--- src/rtl/serial_adder.sv ---
// serial_adder: bit-serial WIDTH-bit adder over valid/ready handshakes, LSB first through a 1-bit full adder cell.
module fadder (
  input  logic a,
  input  logic b,
  input  logic cin,
  output logic sum,
  output logic cout
);
  assign sum  = a ^ b ^ cin;
  assign cout = (a & b) | (cin & (a ^ b));
endmodule

module serial_adder #(
  parameter int WIDTH = 8
) (
  input  logic             clk,
  input  logic             rst_n,
  input  logic             in_valid,
  output logic             in_ready,
  input  logic [WIDTH-1:0] a,
  input  logic [WIDTH-1:0] b,
  input  logic             cin,
  output logic             out_valid,
  input  logic             out_ready,
  output logic [WIDTH-1:0] sum,
  output logic             cout
);
  localparam int CW = $clog2(WIDTH) + 1;
  typedef enum logic [1:0] {IDLE, RUN, DONE} state_t;
  state_t state, next_state;
  logic [WIDTH-1:0] a_q, b_q, s_q;
  logic [CW-1:0] cnt;
  logic carry, fa_sum, fa_cout;
  fadder u_fa (.a(a_q[0]), .b(b_q[0]), .cin(carry), .sum(fa_sum), .cout(fa_cout));
  always_ff @(posedge clk or negedge rst_n)
    if (!rst_n) state <= IDLE;
    else state <= next_state;
  always_comb begin
    next_state = state;
    case (state)
      IDLE: next_state = in_valid ? RUN : IDLE;
      RUN: next_state = (cnt == CW'(WIDTH - 1)) ? DONE : RUN;
      DONE: next_state = out_ready ? IDLE : DONE;
      default: next_state = IDLE;
    endcase
  end
  always_comb begin
    in_ready  = state == IDLE;
    out_valid = state == DONE;
  end
  // the sum bit enters at the MSB so after WIDTH shifts S holds the result in order
  always_ff @(posedge clk or negedge rst_n)
    if (!rst_n) begin
      a_q   <= '0;
      b_q   <= '0;
      s_q   <= '0;
      carry <= 1'b0;
      cnt   <= '0;
    end else if (state == IDLE && in_valid) begin
      a_q   <= a;
      b_q   <= b;
      carry <= cin;
      cnt   <= '0;
    end else if (state == RUN) begin
      a_q   <= a_q >> 1;
      b_q   <= b_q >> 1;
      s_q   <= (s_q >> 1) | (WIDTH'(fa_sum) << (WIDTH - 1));
      carry <= fa_cout;
      cnt   <= cnt + 1'b1;
    end
  assign sum  = s_q;
  assign cout = carry;
endmodule

--- config.mk ---
export PLATFORM = sky130hd
export DESIGN_NAME = serial_adder
export DESIGN_NICKNAME = d
export VERILOG_FILES = /design/src/rtl/serial_adder.sv
export SDC_FILE = /design/constraint.sdc
export NUM_CORES = 1
export LEC_CHECK = 0
export ABC_CLOCK_PERIOD_IN_PS = 1600
export BUFFER_PORTS_ARGS = -buffer_cell sky130_fd_sc_hd__buf_2
export CELL_PAD_IN_SITES_DETAIL_PLACEMENT = 1
export CELL_PAD_IN_SITES_GLOBAL_PLACEMENT = 2
export CORE_UTILIZATION = 29
export CTS_BUF_LIST = sky130_fd_sc_hd__clkbuf_2
export DETAILED_ROUTE_END_ITERATION = 7
export PLACE_DENSITY_LB_ADDON = 0.1
export SLEW_MARGIN = 30
export SYNTH_ARGS = -nofsm -noshare
export SYNTH_HDL_FRONTEND = slang
export SYNTH_SLANG_ARGS = --single-unit
--- constraint.sdc ---
create_clock -name clk -period 1.6 [get_ports clk]
set_clock_uncertainty 0.2 [all_clocks]
set_input_delay 0.08 -clock clk [delete_from_list [all_inputs] [get_ports clk]]
set_output_delay 0.08 -clock clk [all_outputs]
set_load 0.1 [all_outputs]
==> results of run 1 <==
what timing repair did:
action / 4_1_cts / 5_1_grt
hold buffers: 20 / 0
buffers inserted: 0 / 0
gates resized for setup: 0 / 7
endpoints found under the hold margin: 50 / 0
setup endpoints to repair: 0 / 17
synth_stat cells, drive strengths merged, types with 2 or more instances:
| library cell | instances | area [um^2] |
|---|---|---|
| a22oi | 4 | 30.03 |
| a31oi | 11 | 68.82 |
| buf | 9 | 66.31 |
| dfrtp | 31 | 775.7 |
| nand2 | 63 | 236.5 |
| nand3 | 3 | 15.01 |
| nor2 | 13 | 48.80 |
| nor2b | 2 | 12.51 |
| o21ai | 3 | 15.01 |
final timing paths:
path / from / endpoint / slack, ns / cells past startpoint
setup / recovery: state[0]$_DFF_PN0_ / a_q[6]$_DFFE_PN0P_ / 0.07 / 4
hold / removal: rst_n / b_q[1]$_DFFE_PN0P_ / 0.1 / 2
setup reg to reg: state[0]$_DFF_PN0_ / a_q[6]$_DFFE_PN0P_ / 0.07 / 4
hold reg to reg: sum[0]$_DFFE_PN0P_ / sum[0]$_DFFE_PN0P_ / 0.29 / 2
max in group asynchronous: rst_n / cout$_DFFE_PN0P_ / 0.57 / 2
min in group clk: b[7] / b_q[7]$_DFFE_PN0P_ / 0.25 / 4
cell families (layout without fill, tap and decap cells):
| kind of cell | count (synthesis) | count (layout) | synth area share |
|---|---|---|---|
| AND/OR/NAND/NOR | 85 | 85 | 0.2484 |
| flip-flops | 31 | 31 | 0.5641 |
| AO/OA/AOI/OAI | 22 | 22 | 0.1056 |
| buffers and inverters | 10 | 71 | 0.05095 |
| adder cells (fa/ha/maj) | 2 | 2 | 0.02366 |
| multiplexers | 1 | 1 | 0.007280 |
registers in the layout, summed over array words and instances, names as in the netlist:
register / cells
a_q: 8
sum: 8
cnt: 4
b_q: 8
state: 2
cout: 1
report_power, final:
| part | switching (mW) | leakage, nW | internal (mW) |
|---|---|---|---|
| combinational | 1.60 | 0.557 | 0.739 |
| clock | 0.257 | 0.0330 | 0.120 |
| sequential | 0.243 | 0.385 | 1.15 |
routing by layer:
metal	vias to the layer above	GRT usage	wire (um)
met4	0	0.04667	11
met2	21	0.2596	1695
met5	-	0	0
met3	2	0.03846	89
met1	602	0.1853	1520
li1	614	-	-
worst max-delay path, delay by kind of cell (launching register included):
family          cells  cell delay, ns
compound gates      1            0.05
buf+inv             1            0.17
simple gates        2            0.51
flops               1            0.50
stage by stage:
stage	setup TNS, ns	hold slack [ns]	util	power, mW
after floorplan	-0.2023	-0.4156	-	3.114
after CTS	0	0.09354	0.4260	4.147
after detailed placement	0	-0.02218	0.3719	3.719
after global routing	-0.01517	0.1071	0.4316	4.450
final	0	0.09979	0.4316	4.116
after global placement	0	-0.02695	0.3719	3.642
layout make-up:
cell class / count / share of cell area
clock buffer: 7 / 0.01826
inverter: 1 / 0.001957
tap: 52 / 0.03392
sequential: 31 / 0.4070
multi-input combinational: 110 / 0.2864
timing repair buffer: 62 / 0.2498
clock inverter: 1 / 0.002609
==> out/qor.yml, run 1 <==
placement:
  gp_congestion: 0.6801
  place_ws_ns: 0.02068
  dpl.hpwl_um: 2340
  io_buffers: 31
  placed_area_um2: 1653
  dpl.cell_count: 236
critical_path:
  worstPathArrival_ns: 1.58
  end_kind: "register"
  worst_path_max_delay_cell: "dfrtp_2"
  crit_fanout: 27
  crit_chain: "or3b_4 -> buf_8 -> nor2_1 -> a31oi_1"
  worstSetupPathType: "reg -> reg"
  startpoint_type: "register"
  cp_slowest_stage_delay_ns: 0.50
  critPathRequiredTime_ns: 1.65
sta:
  hold_viol_final: 0
  rsz0062_at_grt: "yes"
  slew-limit-headroom: 0.5265
  setup_slack_ns: 0.07491
  worst_pin_slew_ns: 0.7102
  post-route-period-util: 0.9532
  finalSetupViolCount: 0
  slew_violations: 0
  fin_crit_ns: 1.525
  max_freq_mhz: 655.7
detailed_routing:
  vias: 1239
  ant_nets: 0
  drt-initial-drc-count: 43
  vias_per_cell: 4.693
  drc_errors: 0
  wl_per_cell_um: 12.56
  first_pass_iters: 6
  drt_wl_total_um: 3316
power:
  max-vdd-ir-drop_mv: 0.6035
  p_per_area_nw_per_um2: 2146
  leakage_nw: 0.9742
flow_run:
  cap_viol_max_count: 0
logic_synthesis:
  ys_types: 24
  synth_cells: 151
  synth_ff_type: "dfrtp_1"
  syn_nets: 174
  synth_edf_count: 0
  synth-async-reset-ratio: 1.000
  syn_area_um2: 1375
  syn_area_per_cell_um2: 9.106
  ys_ff_latch: 31
  seq_area_frac_synth: 0.5641
  ys_warn_count: 0
min_path:
  hp-class: "in -> async"
clock_tree:
  numClockSinks: 31
  insertion_delay_ns: 0.34
  cts-root-buf: "clkbuf_2"
  cts_made_buffers: 5
  tritoncts: "built"
  clock_path_buffers: 2
  clk_pin_slew_worst_paths_ns: 0.17
  htree_levels: 2
layout:
  finalNonFillerCells: 264
  final_cell_mix: "63 x nand2_1, 29 x dfrtp_1, 29 x buf_2"
  fin_nets: 234
  drive_above_1_share: 0.2689
  final_common_cell: "nand2_1"
  seq_area_um2: 780.7
  area_delta_synth_final_pct: 39.49
  final_area_um2: 1918
  diodes: 0
  multi_input_area_um2: 549.3
  fillCellCount: 525
global_routing:
  grt_max_degree: 32
  overflow: 0
  antenna_found_initial: 0
  grt_first_pass_wirelength_um: 5871
  grt_pass1_vias: 1265
  gr-usage-all-layers: 0.1505
outcome:
  status: "complete, no violations"
floorplan:
  core_um2: 4444
  core.rowCount: 24
  io_pins: 32
  floorplan.initialDensity: 0.3094
  die_x_um: 70.86
  die_y_um: 70.86
  die_area_um2: 5021
Note: power is estimated with default switching activity, not from simulation.
==> run 2, diff against run 1 <==
PLACE_DENSITY_LB_ADDON = 0.2   (was 0.1)
==> run 2 against run 1 <==
  * Non-clock buffer count did not move
  * Critical path depth shrank 1
  * Via count increased by 2.1%
  * Highest routed layer unchanged
  * Sequential power about the same
  * Count of clock-buffer cells in the layout unchanged
  * Fmax shrank 1.1%
  * Global-route usage increased by 0.94 points
  * Cell count shrank 0.38%
  * Design area is 0.13% higher
  * Power is 0.54% higher
==> out/qor.yml, run 2 (synthesized netlist as in run 1, its figures left out) <==
clock_tree:
  cts_made_buffers: 5  # unchanged
  cts-root-buf: "clkbuf_2"
  numClockSinks: 31  # unchanged
  clock_path_buffers: 2  # unchanged
  insertion_delay_ns: 0.37  # +0.03 ns
  clk_pin_slew_worst_paths_ns: 0.16  # about the same
  htree_levels: 2  # unchanged
  post_cts_buffers: 0  # unchanged
  tritoncts: "built"
placement:
  placed_area_um2: 1665  # +0.76%
  dpl.hpwl_um: 2323  # -0.73%
  gp_congestion: 0.6994  # +2.8%
  dpl.cell_count: 236  # unchanged
  io_buffers: 31  # unchanged
layout:
  final_common_cell: "nand2_1"
  drive_above_1_share: 0.2559  # -0.01294
  diodes: 0  # unchanged
  finalNonFillerCells: 263  # -0.38%
  seq_area_um2: 779.5  # -0.16%
  fin_nets: 234  # unchanged
  utilization: 0.4322  # +0.0005630
  multi_input_area_um2: 546.8  # -0.46%
  final_cell_mix: "63 x nand2_1, 30 x dfrtp_1, 28 x buf_2"
  final_area_um2: 1921  # +0.13%
  area_delta_synth_final_pct: 39.67
  fillCellCount: 529  # +0.76%
sta:
  slew_violations: 0  # unchanged
  post-route-period-util: 0.9636  # +0.01039
  max_freq_mhz: 648.6  # -1.1%
  slew-limit-headroom: 0.5123  # -0.01419
  whs_ns: 0.08388  # -0.01590 ns
  finalSetupViolCount: 0  # unchanged
  worst_pin_slew_ns: 0.7315  # +0.02128 ns
  fin_crit_ns: 1.542  # +0.01663 ns
  hold_viol_final: 0  # unchanged
  rsz0062_at_grt: "yes"
floorplan:
  die_y_um: 70.86  # unchanged
  die_area_um2: 5021  # unchanged
  floorplan.initialDensity: 0.3094  # unchanged
  io_pins: 32  # unchanged
  core.rowCount: 24  # unchanged
  core_um2: 4444  # unchanged
  die_x_um: 70.86  # unchanged
power:
  switchingPower_mw: 2.133  # +1.3%
  leakage_nw: 0.9693  # -0.50%
  p_comb_frac: 0.575  # +0.006
  p_per_area_nw_per_um2: 2155  # +0.41%
  clockPowerShare: 0.091  # about the same
  netSwitchingFraction: 0.5154  # +0.003916
  pwr-share-seq: 0.334  # -0.005
  p_int_mw: 2.005  # -0.27%
  max-vdd-ir-drop_mv: 0.5744  # -4.8%
detailed_routing:
  drt_wl_total_um: 3505  # +5.7%
  drc_errors: 0  # unchanged
  wl_per_cell_um: 13.33  # +6.1%
  drt-initial-drc-count: 25  # -42%
  first_pass_iters: 6  # unchanged
  vias: 1265  # +2.1%
  vias_per_cell: 4.810  # +2.5%
  ant_nets: 0  # unchanged
global_routing:
  gr-usage-all-layers: 0.1600  # +0.009428
  grt_pass1_vias: 1351  # +6.8%
  overflow: 0  # unchanged
  grt_max_degree: 32  # unchanged
  grt_first_pass_wirelength_um: 6216  # +5.9%
  antenna_found_initial: 0  # unchanged
critical_path:
  worstPathArrival_ns: 1.26  # -0.32 ns
  r2r_cells: 5  # +1
  end_kind: "primary output"
  startpoint_type: "register"
  critPathRequiredTime_ns: 1.32  # -0.33 ns
  crit_fanout: 5  # -81%
  worstSetupPathType: "reg -> out"
min_path:
  hp-class: "in -> async"
outcome:
  status: "complete, no violations"
flow_run:
  cap_viol_max_count: 0  # unchanged
## run 2: power groups by stage
stage / Combinational [mW] / Sequential, mW / Clock [mW]
2_1_floorplan: 1.03 / 2.08 / 0
3_3_place_gp: 2.27 / 1.38 / 0
3_5_place_dp: 2.34 / 1.40 / 0
4_1_cts: 2.39 / 1.38 / 0.403
5_1_grt: 2.58 / 1.44 / 0.443
6_report: 2.38 / 1.38 / 0.376
## run 2: per-stage QoR
step           setup slack, ns  total power [mW]  setup TNS (ns)
2_1_floorplan          -0.2023             3.114         -0.2023
3_3_place_gp            0.1745             3.646               0
3_5_place_dp            0.1273             3.738               0
4_1_cts                0.01561             4.175               0
5_1_grt               -0.03076             4.456        -0.03622
6_report               0.05828             4.138               0
## run 2: layout make-up
type / instances / area share
Timing Repair Buffer: 62 / 0.2554
Multi-Input combinational cell: 110 / 0.2847
Sequential cell: 31 / 0.4059
Clock buffer: 7 / 0.01824
Tap cell: 52 / 0.03388
Inverter: 1 / 0.001954
## run 2: metal layers
metal / share of wire / track usage
met1: 0.44 / 0.1853
met2: 0.51 / 0.2788
met3: 0.033 / 0.04843
met4: 0.016 / 0.06000
met5: 0 / 0
## run 2: path summary, 6_finish.rpt
check / start / end / slack, ns
max: state[0]$_DFF_PN0_ / out_valid / 0.06
max reg2reg: state[1]$_DFF_PN0_ / b_q[6]$_DFFE_PN0P_ / 0.09
min reg2reg: sum[0]$_DFFE_PN0P_ / sum[0]$_DFFE_PN0P_ / 0.29
max in group asynchronous: rst_n / cout$_DFFE_PN0P_ / 0.59
min: rst_n / cnt[2]$_DFFE_PN0P_ / 0.08
min in group clk: b[7] / b_q[7]$_DFFE_PN0P_ / 0.25
## run 2: what timing repair did
action,in CTS,in global routing
endpoints found under the setup margin,1,5
endpoints found under the hold margin,50,0
resized for setup,1,4
hold buffers,20,0
## run 2: worst max-delay path: stages, from the launching register on
cell and delay, ns:
dfrtp_1 0.43, buf_6 0.14, nor2b_4 0.14, buf_12 0.18
